==> src/rtl/reg_wb_arbiter.sv <==
// Register-file write-port arbiter: pipeline writeback vs. buffered long-latency results,
// with a per-register busy scoreboard that raises a decode hazard on pending destinations.
module reg_wb_arbiter #(
    parameter int DEPTH        = 2,
    parameter int STARVE_LIMIT = 4
) (
    input  logic        clk,
    input  logic        rst,
    input  logic        pipe_we,
    input  logic [4:0]  pipe_waddr,
    input  logic [31:0] pipe_wdata,
    output logic        pipe_stall,
    input  logic        ll_issue,
    input  logic [4:0]  ll_issue_addr,
    input  logic        ll_valid,
    input  logic [4:0]  ll_addr,
    input  logic [31:0] ll_data,
    output logic        ll_ready,
    input  logic [4:0]  rd1_addr,
    input  logic [4:0]  rd2_addr,
    input  logic [4:0]  dst_addr,
    output logic        hazard,
    output logic        we,
    output logic [4:0]  write_addr,
    output logic [31:0] write_data
);

    localparam int AW = (DEPTH > 1) ? $clog2(DEPTH) : 1;
    localparam int CW = $clog2(STARVE_LIMIT + 1);
    localparam logic [AW:0]   FULL_COUNT = (AW + 1)'(DEPTH);
    localparam logic [CW-1:0] STARVE_MAX = CW'(STARVE_LIMIT);

    logic [4:0]    mem_addr [DEPTH];
    logic [31:0]   mem_data [DEPTH];
    logic [AW-1:0] rd_ptr;
    logic [AW-1:0] wr_ptr;
    logic [AW:0]   count;
    logic [CW-1:0] starve_cnt;
    logic [31:0]   busy;

    logic          fifo_empty;
    logic          fifo_full;
    logic [4:0]    head_addr;
    logic [31:0]   head_data;
    logic          pipe_req;
    logic          starved;
    logic          pop;
    logic          bypass;
    logic          push;
    logic          wr_en;
    logic [4:0]    wr_addr;
    logic [31:0]   wr_data;
    logic          clr_en;
    logic [4:0]    clr_addr;
    logic [AW:0]   count_next;
    logic [CW-1:0] starve_next;
    logic [31:0]   busy_next;

    function automatic logic [CW-1:0] sat_inc(input logic [CW-1:0] v);
        return (v == STARVE_MAX) ? v : v + 1'b1;
    endfunction

    assign fifo_empty = (count == '0);
    assign fifo_full  = (count == FULL_COUNT);
    assign head_addr  = mem_addr[rd_ptr];
    assign head_data  = mem_data[rd_ptr];
    assign pipe_req   = pipe_we && (pipe_waddr != 5'd0);
    assign starved    = (starve_cnt == STARVE_MAX) && !fifo_empty;

    // Grant: a starved FIFO beats the pipeline, the pipeline beats a waiting FIFO,
    // and an incoming result skips the empty FIFO only when nobody else wants the port.
    always_comb begin
        pop      = 1'b0;
        bypass   = 1'b0;
        wr_en    = 1'b0;
        wr_addr  = 5'd0;
        wr_data  = 32'd0;
        clr_en   = 1'b0;
        clr_addr = 5'd0;
        if (starved || (!pipe_req && !fifo_empty)) begin
            pop      = 1'b1;
            wr_en    = (head_addr != 5'd0);
            wr_addr  = head_addr;
            wr_data  = head_data;
            clr_en   = (head_addr != 5'd0);
            clr_addr = head_addr;
        end else if (pipe_req) begin
            wr_en    = 1'b1;
            wr_addr  = pipe_waddr;
            wr_data  = pipe_wdata;
        end else if (ll_valid) begin
            bypass   = 1'b1;
            wr_en    = (ll_addr != 5'd0);
            wr_addr  = ll_addr;
            wr_data  = ll_data;
            clr_en   = (ll_addr != 5'd0);
            clr_addr = ll_addr;
        end
    end

    // Full is judged on the registered count, so a pop cannot reopen ll_ready in the same cycle.
    assign push = ll_valid && !fifo_full && !bypass;

    always_comb begin
        count_next = count;
        case ({push, pop})
            2'b10:   count_next = count + 1'b1;
            2'b01:   count_next = count - 1'b1;
            default: count_next = count;
        endcase
    end

    // The counter measures how long the oldest pending result has been waiting since the last pop.
    always_comb begin
        starve_next = '0;
        if (!pop && (count_next != '0)) begin
            starve_next = sat_inc(starve_cnt);
        end
    end

    always_comb begin
        busy_next = busy;
        if (clr_en) begin
            busy_next[clr_addr] = 1'b0;
        end
        if (ll_issue && (ll_issue_addr != 5'd0)) begin
            busy_next[ll_issue_addr] = 1'b1;
        end
        busy_next[0] = 1'b0;
    end

    always_ff @(posedge clk or negedge rst) begin
        if (!rst) begin
            rd_ptr     <= '0;
            wr_ptr     <= '0;
            count      <= '0;
            starve_cnt <= '0;
            busy       <= '0;
        end else begin
            if (pop) begin
                rd_ptr <= rd_ptr + 1'b1;
            end
            if (push) begin
                wr_ptr <= wr_ptr + 1'b1;
            end
            count      <= count_next;
            starve_cnt <= starve_next;
            busy       <= busy_next;
        end
    end

    always_ff @(posedge clk) begin
        if (push) begin
            mem_addr[wr_ptr] <= ll_addr;
            mem_data[wr_ptr] <= ll_data;
        end
    end

    assign we         = rst && wr_en;
    assign write_addr = rst ? wr_addr : 5'd0;
    assign write_data = rst ? wr_data : 32'd0;
    assign ll_ready   = rst && !fifo_full;
    assign pipe_stall = rst && starved;
    assign hazard     = rst && (busy[rd1_addr] || busy[rd2_addr] || busy[dst_addr]);

endmodule
==> config.mk <==
export PLATFORM = sky130hd
export DESIGN_NAME = reg_wb_arbiter
export DESIGN_NICKNAME = d
export VERILOG_FILES = /design/src/rtl/reg_wb_arbiter.sv
export SDC_FILE = /design/constraint.sdc
export NUM_CORES = 1
export LEC_CHECK = 0
export CAP_MARGIN = 20
export CORE_MARGIN = 1
export CORE_UTILIZATION = 51
export DETAILED_ROUTE_END_ITERATION = 16
export PLACE_DENSITY_LB_ADDON = 0.08
export SYNTH_ARGS = -nofsm -noshare
export SYNTH_HDL_FRONTEND = slang
export SYNTH_SLANG_ARGS = --single-unit
==> constraint.sdc <==
create_clock -name clk -period 3.4 [get_ports clk]
set_input_delay 0.51 -clock clk [delete_from_list [all_inputs] [get_ports clk]]
set_output_delay 0.51 -clock clk [all_outputs]
set_load 0.01 [all_outputs]
* Word level (Yosys, flattened, before mapping)
Memory sizes are Yosys's and may differ from the RTL's.
Cells that the tools add are included.
** Cells by class
- Add/sub/neg operators :: 5
- Order comparisons :: 7
- Mux-type cells :: 36
- Bitwise logic cells :: 3
- Eq/ne operators :: 5
- Reduce and logical (&&, ||, !) cells :: 27
** Operators by type and width (number)
- two-way mux 32 bit :: 6
- AND 32 bit :: 1
- inverter 32 bit :: 1
- bitwise OR 32 bit :: 1
- < comparator 5 x 6 -> 1 bit (second input constant) :: 5
- two-way mux 5 bit :: 6
- nonzero test 5 bit :: 4
- two-way mux 1 bit :: 16
- binary-select mux 1 bit (select 5 bit) :: 3
- logical AND 1 bit :: 13
- demux 1 bit (select 5 bit) :: 2
- >= comparator 5 x 1 -> 1 bit (second input constant) :: 2
- two-way mux 3 bit :: 2
- logical NOT 1 bit :: 5
- == test 2 bit (second input constant) :: 2
- one-hot mux 2 bit (2 select lines) :: 1
- adder 3 x 1 -> 3 bit (second input constant) :: 1
- == test 3 bit (second input constant) :: 1
- logical OR 1 bit :: 3
- adder 1 bit (second input constant) :: 2
- adder 2 x 1 -> 2 bit (second input constant) :: 1
- == test 2 x 1 -> 1 bit (second input constant) :: 1
- logical NOT 2 bit :: 1
- != test 2 bit (second input constant) :: 1
- other kinds (2) :: 2
** Storage, ports and cells
- Memory bits (writable) :: 74
- Memories :: 2
- Bits in registers :: 38
- Logic and storage cells :: 90
- Input bits :: 99
- Output and inout port bits :: 41
** Memories
- mem_data :: words 2, width 32, rd ports 1, clocked after memory_dff 0, wr ports 1, RTL line 34 : logic [31:0] mem_data [DEPTH];
- mem_addr :: words 2, width 5, rd ports 1, clocked after memory_dff 0, wr ports 1, RTL line 33 : logic [4:0] mem_addr [DEPTH];

* Logic depth before layout (Yosys ltp)
- Depth after elaboration :: 15
- Mapped depth :: 10
- Depth with buffers taken out :: 8

* Worst setup path after synthesis
Ideal clock, no wire load.
- Path kind :: input -> register
- Start :: in pipe_we
- End :: mem mem_addr[0][0] (enable)
- Path slack :: 159 ps
- Data required time :: 2969 ps
- Arrival time :: 2809 ps
- Buffers on the path :: 2
- Cell stages on the path :: 6
- Setup time :: 431 ps
- Cells stage by stage :: clkbuf_1 o21ai_4 buf_6 nor2_1 o21ai_1 nor2_1
** Between the ends
- Longest elaborated chain between the ends :: 9
- Elaborated cells on any way between the ends :: 10
- Those cells by class :: 4 x mux; 6 x reduce/logical
** Ends and longest elaborated chain
- start: declaration :: RTL line 9 : input logic pipe_we,
- logical AND 1 bit (*) :: RTL line 67 : assign pipe_req = pipe_we && (pipe_waddr != 5'd0);
- logical NOT 1 bit :: RTL line 80 : if (starved || (!pipe_req && !fifo_empty)) begin
- logical AND 1 bit :: RTL line 80
- logical OR 1 bit :: RTL line 80
- two-way mux 1 bit (*) :: RTL line 80
- logical NOT 1 bit (*) :: RTL line 102 : assign push = ll_valid && !fifo_full && !bypass;
- logical AND 1 bit (*) :: RTL line 102
- two-way mux 1 bit (*) :: RTL line 153 : if (push) begin
- two-way mux 1 bit (implied by the code) (*) :: RTL line 154 : mem_addr[wr_ptr] <= ll_addr;
- end: declaration :: RTL line 33
Mark *: on every way between the ends. The rest lies on a longest branch, timed or not.

* Worst setup path after layout
- Start :: in pipe_waddr[2]
- End :: out write_data[7]
** Between the ends
- Longest elaborated chain between the ends :: 7
- Elaborated cells on any way between the ends :: 8
- Those cells by class :: 3 x mux; 5 x reduce/logical
** Ends and longest elaborated chain
- start: declaration :: RTL line 10 : input logic [4:0] pipe_waddr,
- nonzero test 5 bit (*) :: RTL line 67
- logical AND 1 bit (*) :: RTL line 67
- logical NOT 1 bit :: RTL line 80
- logical AND 1 bit :: RTL line 80
- logical OR 1 bit :: RTL line 80
- two-way mux 32 bit (*) :: RTL line 80
- two-way mux 32 bit (*) :: RTL line 161 : assign write_data = rst ? wr_data : 32'd0;
- end: declaration :: RTL line 25 : output logic [31:0] write_data
Marks and branches as above.

==> impl_metrics.ini <==
[run_status]
status = complete, no violations

[floorplan]
ios = 140
design.core.area_um2 = 12100
die_w_um = 114
rows = 40
dieArea_um2 = 13000
initial_core_util = 0.527
die_h_um = 114

[pwr]
peakVddDrop_mv = 0.465
p_leak_nw = 3.17
p_per_area_nw_per_um2 = 645

[timing]
whs_ns = 0.222
finalCriticalPeriod_ns = 3.34
drv_slew = 0
relSlewSlack = 0.464
hold_viol = 0
setup_tns_ns = 0
skew_ns = 0.00698
tightest_slew_ns = 0.803
fmax_mhz = 299
finalSetupViolCount = 0
rsz0062_at_grt = yes
finalCritPeriodShare = 0.984

[cells_and_area]
fin_cells = 885
diodes = 0
drive_gt1_frac = 0.192
nets = 813
syn_to_final_growth_pct = 34.0
final_area_um2 = 8550
final_util = 0.706

[detailed_routing]
wl_um = 17900
drtAntennaViolNets = 0
wl_per_cell_um = 20.3
drc_errors = 0
drt_iter0_drc = 532
first_pass_iters = 5
via_per_inst = 6.26
num_vias = 5536

[clock_tree]
cts_hold_buf = 0
insertion_delay_ns = 0.35
cts_root_buffer = clkbuf_16
path_clk_slew_ns = 0.07
clock_sinks = 112
cts_tree = built
cts_max_level = 3
clock_path_buffers = 2
numCtsBuffers = 9

[grt]
antenna_found_initial = 0
grt_pass1_wl_um = 28300
grtUsageTotal = 0.284
use_met1 = 0.386
grt_pass1_vias = 5459
grt_busiest_layer = met2
grt-ovfl-total = 0
grt_max_degree = 41
use_met3 = 0.0457
grtUsageMet2 = 0.472

[worst_setup_path]
crit_buf_inv = 4
cp_max_fo = 16
slowest_stage = or4_4
worstPathArrival_ns = 2.83
startpoint_type = primary input
end_kind = output pin
path_class = primary input to output pin
critical_path_required_ns = 2.89
cp_top_family = buffers and inverters
critPathMaxStageDelay_ns = 0.59
crit_chain = clkdlybuf4s50_1, or4_4, o21ai_4, buf_4, bufbuf_16, nand3_1, a311oi_1, clkdlybuf4s15_1

[yosys]
yosysUniqueCellTypes = 63
async_flop_share = 0.339
yosysMostFrequentCell = edfxtp_1
synth_top_area_cell = edfxtp_1
synth_common_cells = edfxtp_1, nand2_1, nand3_1
synthCells = 562
synth_top_cell_area_share = 0.348
seq_area_frac_synth = 0.497
synth_edf_count = 74
synth_fp_nets = 663
synth.area.top_cells = edfxtp_1, dfrtp_1, mux4_2
synth_area_per_cell_um2 = 11.4
ys_warn_count = 0
ys_ff_latch = 112
synth_area_um2 = 6380
synth_flop_cell = edfxtp_1

[place]
finalWeightedCongestion = 0.959
dpl_cell_area_um2 = 8190
placed_cells = 863
io_buffers = 139
dp.final_hpwl_um = 12500

[run]
cap_violations = 0

[worst_hold_path]
hold_path_class = primary input to async pin
==> worst register-to-register path, stage by stage, from the launching register on <==
cell and delay, ns:
dfrtp_1 0.36, inv_1 0.07, ha_1 0.23, nand2_1 0.11
nand2_1 0.17, buf_4 0.20, o21a_2 0.23, buf_4 0.15
a32o_1 0.25, buf_4 0.20, o41ai_1 0.39, o21ai_1 0.11
==> power breakdown <==
| group | internal [mW] | switching [mW] |
|---|---|---|
| Sequential | 1.85 | 0.336 |
| Combinational | 1.10 | 1.23 |
| Clock | 0.501 | 0.491 |
==> routing by layer <==
metal  vias up  routed length (um)
li1       2554                   -
met3        24                1300
met5         -                   0
met4         0                 224
met1      2686                7690
met2       272                8730
==> state kept, by name, indices dropped and copies added (netlist names) <==
signal	cells
starve_cnt	3
wr_ptr	1
busy	31
rd_ptr	1
count	2
mem_addr	10
mem_data	64
==> per-stage QoR <==
step / setup slack (ns) / power (mW)
3_5_place_dp: -0.0655 / 4.50
4_1_cts: 0.00661 / 5.49
5_1_grt: -0.00575 / 5.82
2_1_floorplan: 0.159 / 3.52
3_3_place_gp: -0.0647 / 4.41
6_report: 0.0556 / 5.52
==> path summary, 6_finish.rpt <==
kind                                           start                 end  slack [ns]  depth (start not counted)
setup / recovery                       pipe_waddr[2]       write_data[7]        0.06                          8
hold / removal                                   rst  count[0]$_DFF_PN0_        0.22                          2
setup reg to reg           starve_cnt[0]$_DFFE_PN0P_   busy[4]$_DFF_PN0_        0.80                         11
hold reg to reg                   wr_ptr$_DFFE_PN0P_  wr_ptr$_DFFE_PN0P_        0.55                          1
max in group asynchronous                        rst  rd_ptr$_DFFE_PN0P_        2.80                          2
min in group clk                  wr_ptr$_DFFE_PN0P_  wr_ptr$_DFFE_PN0P_        0.55                          1
==> layout make-up <==
cell class | count | area [um2]
clock inverter | 6 | 41.3
multi-input combinational | 388 | 3030
sequential | 112 | 3170
timing repair buffer | 187 | 1810
clock buffer | 10 | 229
inverter | 14 | 52.6
fill | 930 | 3560
tap | 168 | 210
==> timing repair <==
action	in CTS	in global routing
gates cloned	1	1
endpoints found under the setup margin	30	31
setup buffers	2	1
gates resized for setup	32	57
pin swaps	1	2
==> cells by family (layout without fill, tap and decap cells) <==
family                     Yosys count  in the layout  share of synthesized area
and+or+nand+nor                    179            179                      0.151
AOI/OAI and AO/OA                  168            169                      0.203
DFF                                112            112                      0.497
buffers and inverters               63            217                     0.0433
muxes                               35             35                     0.0974
xor gates and xnor gates             3              3                    0.00412
adders and majority gates            2              2                    0.00392
==> cell usage in the layout, fill, tap and decap left out, drive strengths merged, types with 4 or more instances in the layout <==
cell type	netlist	routed
clkdlybuf4s50	0	103
nand4	4	4
nor3	7	7
mux2	7	7
a21oi	5	5
buf	18	47
dlymetal6s2s	0	12
o21a	4	4
nor2	17	17
dfrtp	38	38
nor2b	32	32
dlygate4sd2	0	7
a311oi	36	36
mux2i	7	7
clkinv	0	4
a211oi	37	37
nand3	39	39
o221ai	5	5
mux4	21	21
nand3b	9	9
o21ai	34	35
o41ai	27	27
inv	14	16
clkbuf	31	26
edfxtp	74	74
nand2	48	48
Power figures use the tool's default switching activity.
